<file path="src/rtl/child_fifo_if.sv">
// Handshake bundle between a producer/consumer and child_fifo.
// The master drives writes, reads and flush; the FIFO (slave) returns data and status.
interface child_fifo_if #(
    parameter int DEPTH = 3,
    parameter int WIDTH = 16
);
    localparam int CNT_W = $clog2(DEPTH + 1);

    logic [WIDTH-1:0] in;
    logic             w_enable;
    logic             r_enable;
    logic             flush;
    logic [WIDTH-1:0] out;
    logic             out_valid;
    logic             full;
    logic             empty;
    logic [CNT_W-1:0] count;
    logic             overflow;
    logic             underflow;

    modport master (
        output in, w_enable, r_enable, flush,
        input  out, out_valid, full, empty, count, overflow, underflow
    );

    modport slave (
        input  in, w_enable, r_enable, flush,
        output out, out_valid, full, empty, count, overflow, underflow
    );
endinterface

</file>
<file path="src/rtl/child_fifo.sv">
// Circular FIFO of DEPTH entries (any DEPTH in 2..255) holding {mut_child1, mut_child2} pairs,
// with registered read data, occupancy count and sticky overflow/underflow flags.
module child_fifo #(
    parameter int DEPTH = 3,
    parameter int WIDTH = 16
) (
    input logic          clk,
    input logic          reset,
    child_fifo_if.slave  bus
);
    localparam int PTR_W = $clog2(DEPTH);
    localparam int CNT_W = $clog2(DEPTH + 1);

    logic [WIDTH-1:0] mem [DEPTH];
    logic [PTR_W-1:0] wr_ptr;
    logic [PTR_W-1:0] rd_ptr;
    logic [CNT_W-1:0] cnt;
    logic [WIDTH-1:0] out_p1;
    logic             vld_p1;
    logic             ovf;
    logic             udf;
    logic             full_c;
    logic             empty_c;
    logic             wr_ok;
    logic             rd_ok;

    // Explicit compare-and-clear wrap so non-power-of-two depths work.
    function automatic logic [PTR_W-1:0] ptr_next(input logic [PTR_W-1:0] p);
        return (p == PTR_W'(DEPTH - 1)) ? '0 : p + PTR_W'(1);
    endfunction

    assign full_c  = (cnt == CNT_W'(DEPTH));
    assign empty_c = (cnt == '0);

    // A write into a full FIFO is only legal when the same-cycle read frees a slot.
    assign wr_ok = bus.w_enable && (!full_c || bus.r_enable);
    assign rd_ok = bus.r_enable && !empty_c;

    always_ff @(posedge clk or negedge reset) begin
        if (!reset) begin
            wr_ptr <= '0;
            rd_ptr <= '0;
            cnt    <= '0;
            out_p1 <= '0;
            vld_p1 <= 1'b0;
            ovf    <= 1'b0;
            udf    <= 1'b0;
        end else if (bus.flush) begin
            wr_ptr <= '0;
            rd_ptr <= '0;
            cnt    <= '0;
            vld_p1 <= 1'b0;
            ovf    <= 1'b0;
            udf    <= 1'b0;
        end else begin
            vld_p1 <= rd_ok;
            if (rd_ok) begin
                out_p1 <= mem[rd_ptr];
                rd_ptr <= ptr_next(rd_ptr);
            end
            if (wr_ok)
                wr_ptr <= ptr_next(wr_ptr);
            if (wr_ok && !rd_ok)
                cnt <= cnt + CNT_W'(1);
            else if (rd_ok && !wr_ok)
                cnt <= cnt - CNT_W'(1);
            if (bus.w_enable && full_c && !bus.r_enable)
                ovf <= 1'b1;
            if (bus.r_enable && empty_c)
                udf <= 1'b1;
        end
    end

    // Storage carries no reset; writes are gated so nothing lands while reset or flush is active.
    always_ff @(posedge clk) begin
        if (reset && !bus.flush && wr_ok)
            mem[wr_ptr] <= bus.in;
    end

    assign bus.out       = out_p1;
    assign bus.out_valid = vld_p1;
    assign bus.full      = full_c;
    assign bus.empty     = empty_c;
    assign bus.count     = cnt;
    assign bus.overflow  = ovf;
    assign bus.underflow = udf;
endmodule

</file>
<file path="src/flat_wrapper.sv">
// flat-port wrapper written by rule: the top's interface ports become plain ports
module child_fifo_flat 
#(
    parameter int DEPTH = 3,
    parameter int WIDTH = 16
)
  (clk, reset, bus_in, bus_w_enable, bus_r_enable, bus_flush, bus_out, bus_out_valid, bus_full, bus_empty, bus_count, bus_overflow, bus_underflow);
  child_fifo_if #(.DEPTH(DEPTH), .WIDTH(WIDTH)) bus_i ();
  input logic clk;
  input logic reset;
  input wire logic [$bits(bus_i.in)-1:0] bus_in;
  input wire logic [$bits(bus_i.w_enable)-1:0] bus_w_enable;
  input wire logic [$bits(bus_i.r_enable)-1:0] bus_r_enable;
  input wire logic [$bits(bus_i.flush)-1:0] bus_flush;
  output wire logic [$bits(bus_i.out)-1:0] bus_out;
  output wire logic [$bits(bus_i.out_valid)-1:0] bus_out_valid;
  output wire logic [$bits(bus_i.full)-1:0] bus_full;
  output wire logic [$bits(bus_i.empty)-1:0] bus_empty;
  output wire logic [$bits(bus_i.count)-1:0] bus_count;
  output wire logic [$bits(bus_i.overflow)-1:0] bus_overflow;
  output wire logic [$bits(bus_i.underflow)-1:0] bus_underflow;
  assign bus_i.in = bus_in;
  assign bus_i.w_enable = bus_w_enable;
  assign bus_i.r_enable = bus_r_enable;
  assign bus_i.flush = bus_flush;
  assign bus_out = bus_i.out;
  assign bus_out_valid = bus_i.out_valid;
  assign bus_full = bus_i.full;
  assign bus_empty = bus_i.empty;
  assign bus_count = bus_i.count;
  assign bus_overflow = bus_i.overflow;
  assign bus_underflow = bus_i.underflow;
  child_fifo #(.DEPTH(DEPTH), .WIDTH(WIDTH)) u_core (.clk(clk), .reset(reset), .bus(bus_i));
endmodule
</file>
<file path="config.mk">
export PLATFORM = sky130hd
export DESIGN_NAME = child_fifo_flat
export DESIGN_NICKNAME = d
export VERILOG_FILES = /design/src/rtl/child_fifo_if.sv /design/src/rtl/child_fifo.sv /design/src/flat_wrapper.sv
export SDC_FILE = /design/constraint.sdc
export NUM_CORES = 1
export LEC_CHECK = 0
export BUFFER_PORTS_ARGS = -buffer_cell sky130_fd_sc_hd__buf_2
export CAP_MARGIN = 0
export CORE_MARGIN = 4
export CORE_UTILIZATION = 55
export CTS_CLUSTER_SIZE = 10
export DETAILED_ROUTE_END_ITERATION = 10
export GPL_TIMING_DRIVEN = 0
export MAX_ROUTING_LAYER = met4
export PLACE_DENSITY = 0.78
export SLEW_MARGIN = 20
export SYNTH_ARGS = -nofsm -noshare
export SYNTH_HDL_FRONTEND = slang
export SYNTH_SLANG_ARGS = --single-unit
</file>
<file path="constraint.sdc">
create_clock -name clk -period 3.3 [get_ports clk]
set_input_delay 0.33 -clock clk [delete_from_list [all_inputs] [get_ports clk]]
set_output_delay 0.33 -clock clk [all_outputs]
set_load 0.01 [all_outputs]
</file>
Word-level counts from Yosys, hierarchy flattened
Memory sizes are Yosys's and may differ from the RTL's. A register that Yosys moved wholly into a read port is not among the register bits. Cells that the tools add are included.

Memories: 1. RAM bits: 48. Memory bits (read-only): 0. Flip-flop bits (word level): 9. Bits in latches: 0. Word-level logic and storage cells: 55.

Shift operators: 0. Bitwise operators: 1. Multipliers: 0. Div/mod/pow operators: 0. Multiplexer cells: 16. Order comparisons: 0. Add/subtract/negate cells: 4. Reduce and logical (&&, ||, !) cells: 24. Eq/ne operators: 3.

Memories: u_core.mem (depth 3, width 16, rd ports 1, clocked after memory_dff 1, write ports 1, RTL line child_fifo.sv:14) `logic [WIDTH-1:0] mem [DEPTH];`.

Operators with widths (count): 2-to-1 mux 2 bit (9); logical AND 1 bit (9); nonzero test 2 bit (4); logical NOT 1 bit (7); 2-to-1 mux 1 bit (7); adder 2 x 1 -> 2 bit, second input constant (3); == test 2 bit, second input constant (3); nonzero test 3 bit (1); logical NOT 2 bit (1); AND reduction 2 bit (1); subtractor 2 x 1 -> 2 bit, second input constant (1); logical OR 1 bit (1); NOT 1 bit (1).

Longest topological paths before layout
Depth in word-level cells: 9. Gate-level depth with buffers: 5.

Least setup slack after synthesis
No wires, ideal clock.

Kind: flip-flop to flip-flop. Start: reg u_core.cnt[1] (netlist: u_core.bus.count[1]). End: mem u_core.mem[1][0], enable pin. Setup time: 413 ps. Required time: 2887 ps. Arrival: 2117 ps. Cell stages (with the launch flop): 4. Path slack: 770 ps. Path through: dfrtp_1 nand3b_1 nand4b_1 nor3b_1.

Longest elaborated chain between the ends: 7.

RTL lines: start, declared (RTL line child_fifo.sv:17) `logic [CNT_W-1:0] cnt;`; start signal, assigned (RTL line child_fifo.sv:64) `cnt <= cnt + CNT_W'(1);`; start signal, assigned (RTL line child_fifo.sv:66) `cnt <= cnt - CNT_W'(1);`; == test 2 bit (RTL line child_fifo.sv:32) `assign full_c = (cnt == CNT_W'(DEPTH));`; logical NOT 1 bit (RTL line child_fifo.sv:36) `assign wr_ok = bus.w_enable && (!full_c || bus.r_enable);`; logical OR 1 bit (RTL line child_fifo.sv:36); logical AND 1 bit (RTL line child_fifo.sv:36); logical AND 1 bit (RTL line child_fifo.sv:76) `if (reset && !bus.flush && wr_ok)`; 2-to-1 mux 1 bit (RTL line child_fifo.sv:76); 2-to-1 mux 1 bit (not written as such) (RTL line child_fifo.sv:77) `mem[wr_ptr] <= bus.in;`; end, declared (RTL line child_fifo.sv:14).

Every way passes these cells.

Worst setup path in the final report
Start: in reset. End: mem u_core.mem[1][3], enable pin.

Longest elaborated chain between the ends: 4.

RTL lines: start, declared (RTL line flat_wrapper.sv:10) `input logic reset;`; logical AND 1 bit (2 in a row) (RTL line child_fifo.sv:76); 2-to-1 mux 1 bit (RTL line child_fifo.sv:76); 2-to-1 mux 1 bit (not written as such) (RTL line child_fifo.sv:77).

Every way passes these cells.

==> flow_metrics.env <==
export IMPL_ys_seq_elements=73
export IMPL_final_max_slew_violation_count=0
export IMPL_cts_tree="built"
export IMPL_drive_gt1_share_pct=36.0
export IMPL_io_buffers=42
export IMPL_power_mw=2.02
export IMPL_r2r_start="u_core.bus.count[1]"
export IMPL_grt_max_degree=27
export IMPL_placed_area_um2=3240
export IMPL_wl_mm=4.94
export IMPL_postSynthNetCount=205
export IMPL_worstPathArrival_ps=2640
export IMPL_start_util_pct=56.7
export IMPL_first_pass_iters=4
export IMPL_rows=26
export IMPL_final_period_utilization_pct=78.8
export IMPL_cp_cell_sequence="dlygate4sd3_1 -> buf_2 -> nand4b_1 -> nor3b_2 -> buf_4"
export IMPL_run_status="complete, no violations"
export IMPL_fmax_ghz=0.384
export IMPL_coreArea_um2=5110
export IMPL_num_nets_final=263
export IMPL_drcViolationCount=0
export IMPL_final_core_util_pct=67.1
export IMPL_synth_area_leaders="edfxtp_1 50%, dfrtp_1 22%, mux2i_1 5.9%"
export IMPL_avgSynthCellArea_um2=15.7
export IMPL_diodes=0
export IMPL_clock_skew_ps=8.64
export IMPL_dieArea_um2=6490
export IMPL_numClockSinks=73
export IMPL_yosysTopAreaCell="edfxtp_1"
export IMPL_tritoncts_num_buffers=9
export IMPL_yosysSeqAreaShare_pct=71.4
export IMPL_syn_to_final_growth_pct=18.3
export IMPL_finalSetupViolCount=0
export IMPL_rsz0062_at_grt="no"
export IMPL_clk_pin_slew_ps=70
export IMPL_required_ps=3340
export IMPL_synthDistinctLibCells=30
export IMPL_cts_resized=0
export IMPL_drt_initial_drc_count=74
export IMPL_critPathCaptureType="register"
export IMPL_finalHoldViolations=0
export IMPL_grt_pass1_vias=1601
export IMPL_insertion_delay_ps=340
export IMPL_pwr_density_cell_nw_per_um2=588
export IMPL_synth_ff_type="edfxtp_1"
export IMPL_antenna_found_initial=0
export IMPL_yosys_warnings=0
export IMPL_cts_buffer_depth=2
export IMPL_htreeDepth=3
export IMPL_tns_ps=0
export IMPL_peakVddDrop_uv=315
export IMPL_cp_max_fo=26
export IMPL_critPathKind="in2reg"
export IMPL_ant_nets=0
export IMPL_worstSetupStartpointType="input port"
export IMPL_startpoint="reset"
export IMPL_num_vias=1662
export IMPL_final_area_um2=3430
export IMPL_io_pins=44
export IMPL_place_gp_congestion=0.720
export IMPL_grt_overflow_total=0
export IMPL_slowest_delay_ps=670
export IMPL_min_path_type="in2reg"
export IMPL_synthCells=184
export IMPL_worst_pin_slew_ps=859
export IMPL_avgRoutedWirePerCell_um=15.6
export IMPL_fp_dieW_um=80.6
export IMPL_synth_cell_area_um2=2900
export IMPL_dpl_hpwl_mm=3.25
export IMPL_finalCriticalPeriod_ps=2600
export IMPL_dieHeight_um=80.6
export IMPL_maxCapViolCount=0
export IMPL_slew_limit_headroom_pct=42.4
export IMPL_synth_edf_count=48
export IMPL_clockRootBuffer="clkbuf_8"
export IMPL_p_leak_nw=1.33
export IMPL_hp_start="bus_in[15]"
export IMPL_synthArstFlopShare_pct=34.2
export IMPL_grtUsageTotal_pct=17.2
export IMPL_synth_top_area_share_pct=49.8
export IMPL_cp_slowest_cell="nor3b_2"
export IMPL_viasPerCell=5.24
export IMPL_grt_pass1_wl_mm=7.82
-- power by group --
part / internal, mW / total [mW] / switching [mW] / leakage [nW]
Combinational: 0.158 / 0.293 / 0.135 / 0.496
Sequential: 1.06 / 1.11 / 0.0497 / 0.746
Clock: 0.311 / 0.613 / 0.302 / 0.0932
-- kinds of logic after synthesis --
| family | synth area share (%) |
|---|---|
| muxes | 13.3 |
| xor gates and xnor gates | 0.303 |
| buffers and inverters | 2.38 |
| and+or+nand+nor | 7.04 |
| AOI/OAI and AO/OA | 5.62 |
| DFF | 71.4 |
-- state kept, by name, indices dropped and copies added, names as in the netlist --
name / cells
u_core.bus.overflow: 1
u_core.rd_ptr: 2
u_core.bus.out_valid: 1
u_core.mem: 48
u_core.bus.out: 16
u_core.bus.underflow: 1
u_core.wr_ptr: 2
u_core.bus.count: 2
-- worst max-delay path, delay by kind of cell --
kind,cells,cell delay (ps)
and+or+nand+nor,2,990
buffers and inverters,3,1310
-- layer usage --
layer | vias to the layer above | part of all wire (%) | GRT usage (%)
li1 | 791 | - | -
met1 | 820 | 44 | 21.9
met2 | 44 | 49 | 25.9
met3 | 7 | 5.1 | 5.49
met4 | 0 | 1.3 | 6.59
met5 | - | 0 | -
-- per-stage QoR --
step	setup slack, ps	instances	hold slack, ps
floorplan	770	184	34.4
global route	462	317	177
finish	699	317	189
global placement	-284	296	368
CTS	614	317	173
detailed placement	787	300	374
-- layout make-up --
type | count | area (µm²)
clock inverters | 3 | 15.0
clock buffers | 13 | 159
fillers | 370 | 1680
plain buffers | 9 | 65.1
repair buffers | 47 | 254
well taps | 70 | 87.6
flip-flops and latches | 73 | 2070
inverters | 1 | 3.75
multi-input cells | 101 | 774
-- placed cells by master (no fill, tap or decap), types with 7 or more instances in the layout --
cell type / n
nand2_1: 19
a21oi_1: 7
mux2_2: 7
mux2_4: 9
dfrtp_1: 25
o21ai_0: 17
mux2i_1: 17
buf_2: 45
edfxtp_1: 48
clkbuf_8: 11
-- final timing paths --
check                                      to  slack, ps  cells past startpoint
max                          u_core.mem[1][3]        700                      5
min                         u_core.mem[1][15]        190                      1
max reg2reg                  u_core.mem[1][3]       1040                      4
min reg2reg                u_core.bus.out[14]        500                      1
max in group asynchronous   u_core.bus.out[1]       2400                      2
min in group asynchronous  u_core.bus.out[15]        520                      2
-- timing repair --
item | CTS | global route
endpoints found under the setup margin | 0 | 0
endpoints found under the hold margin | 7 | 0
setup buffers | 0 | 0
hold buffers | 1 | 0
-- Yosys cell counts, types with 2 or more instances --
cell,n
edfxtp_1,48
dfrtp_1,25
nand2_1,19
mux2i_1,17
o21ai_0,17
mux2_4,9
a21oi_1,7
mux2_2,7
nor2_1,5
buf_2,3
clkbuf_1,3
nand2b_1,3
nor2b_1,2
nor3_1,2
nor3b_1,2
(Power assumes the default switching activity.)
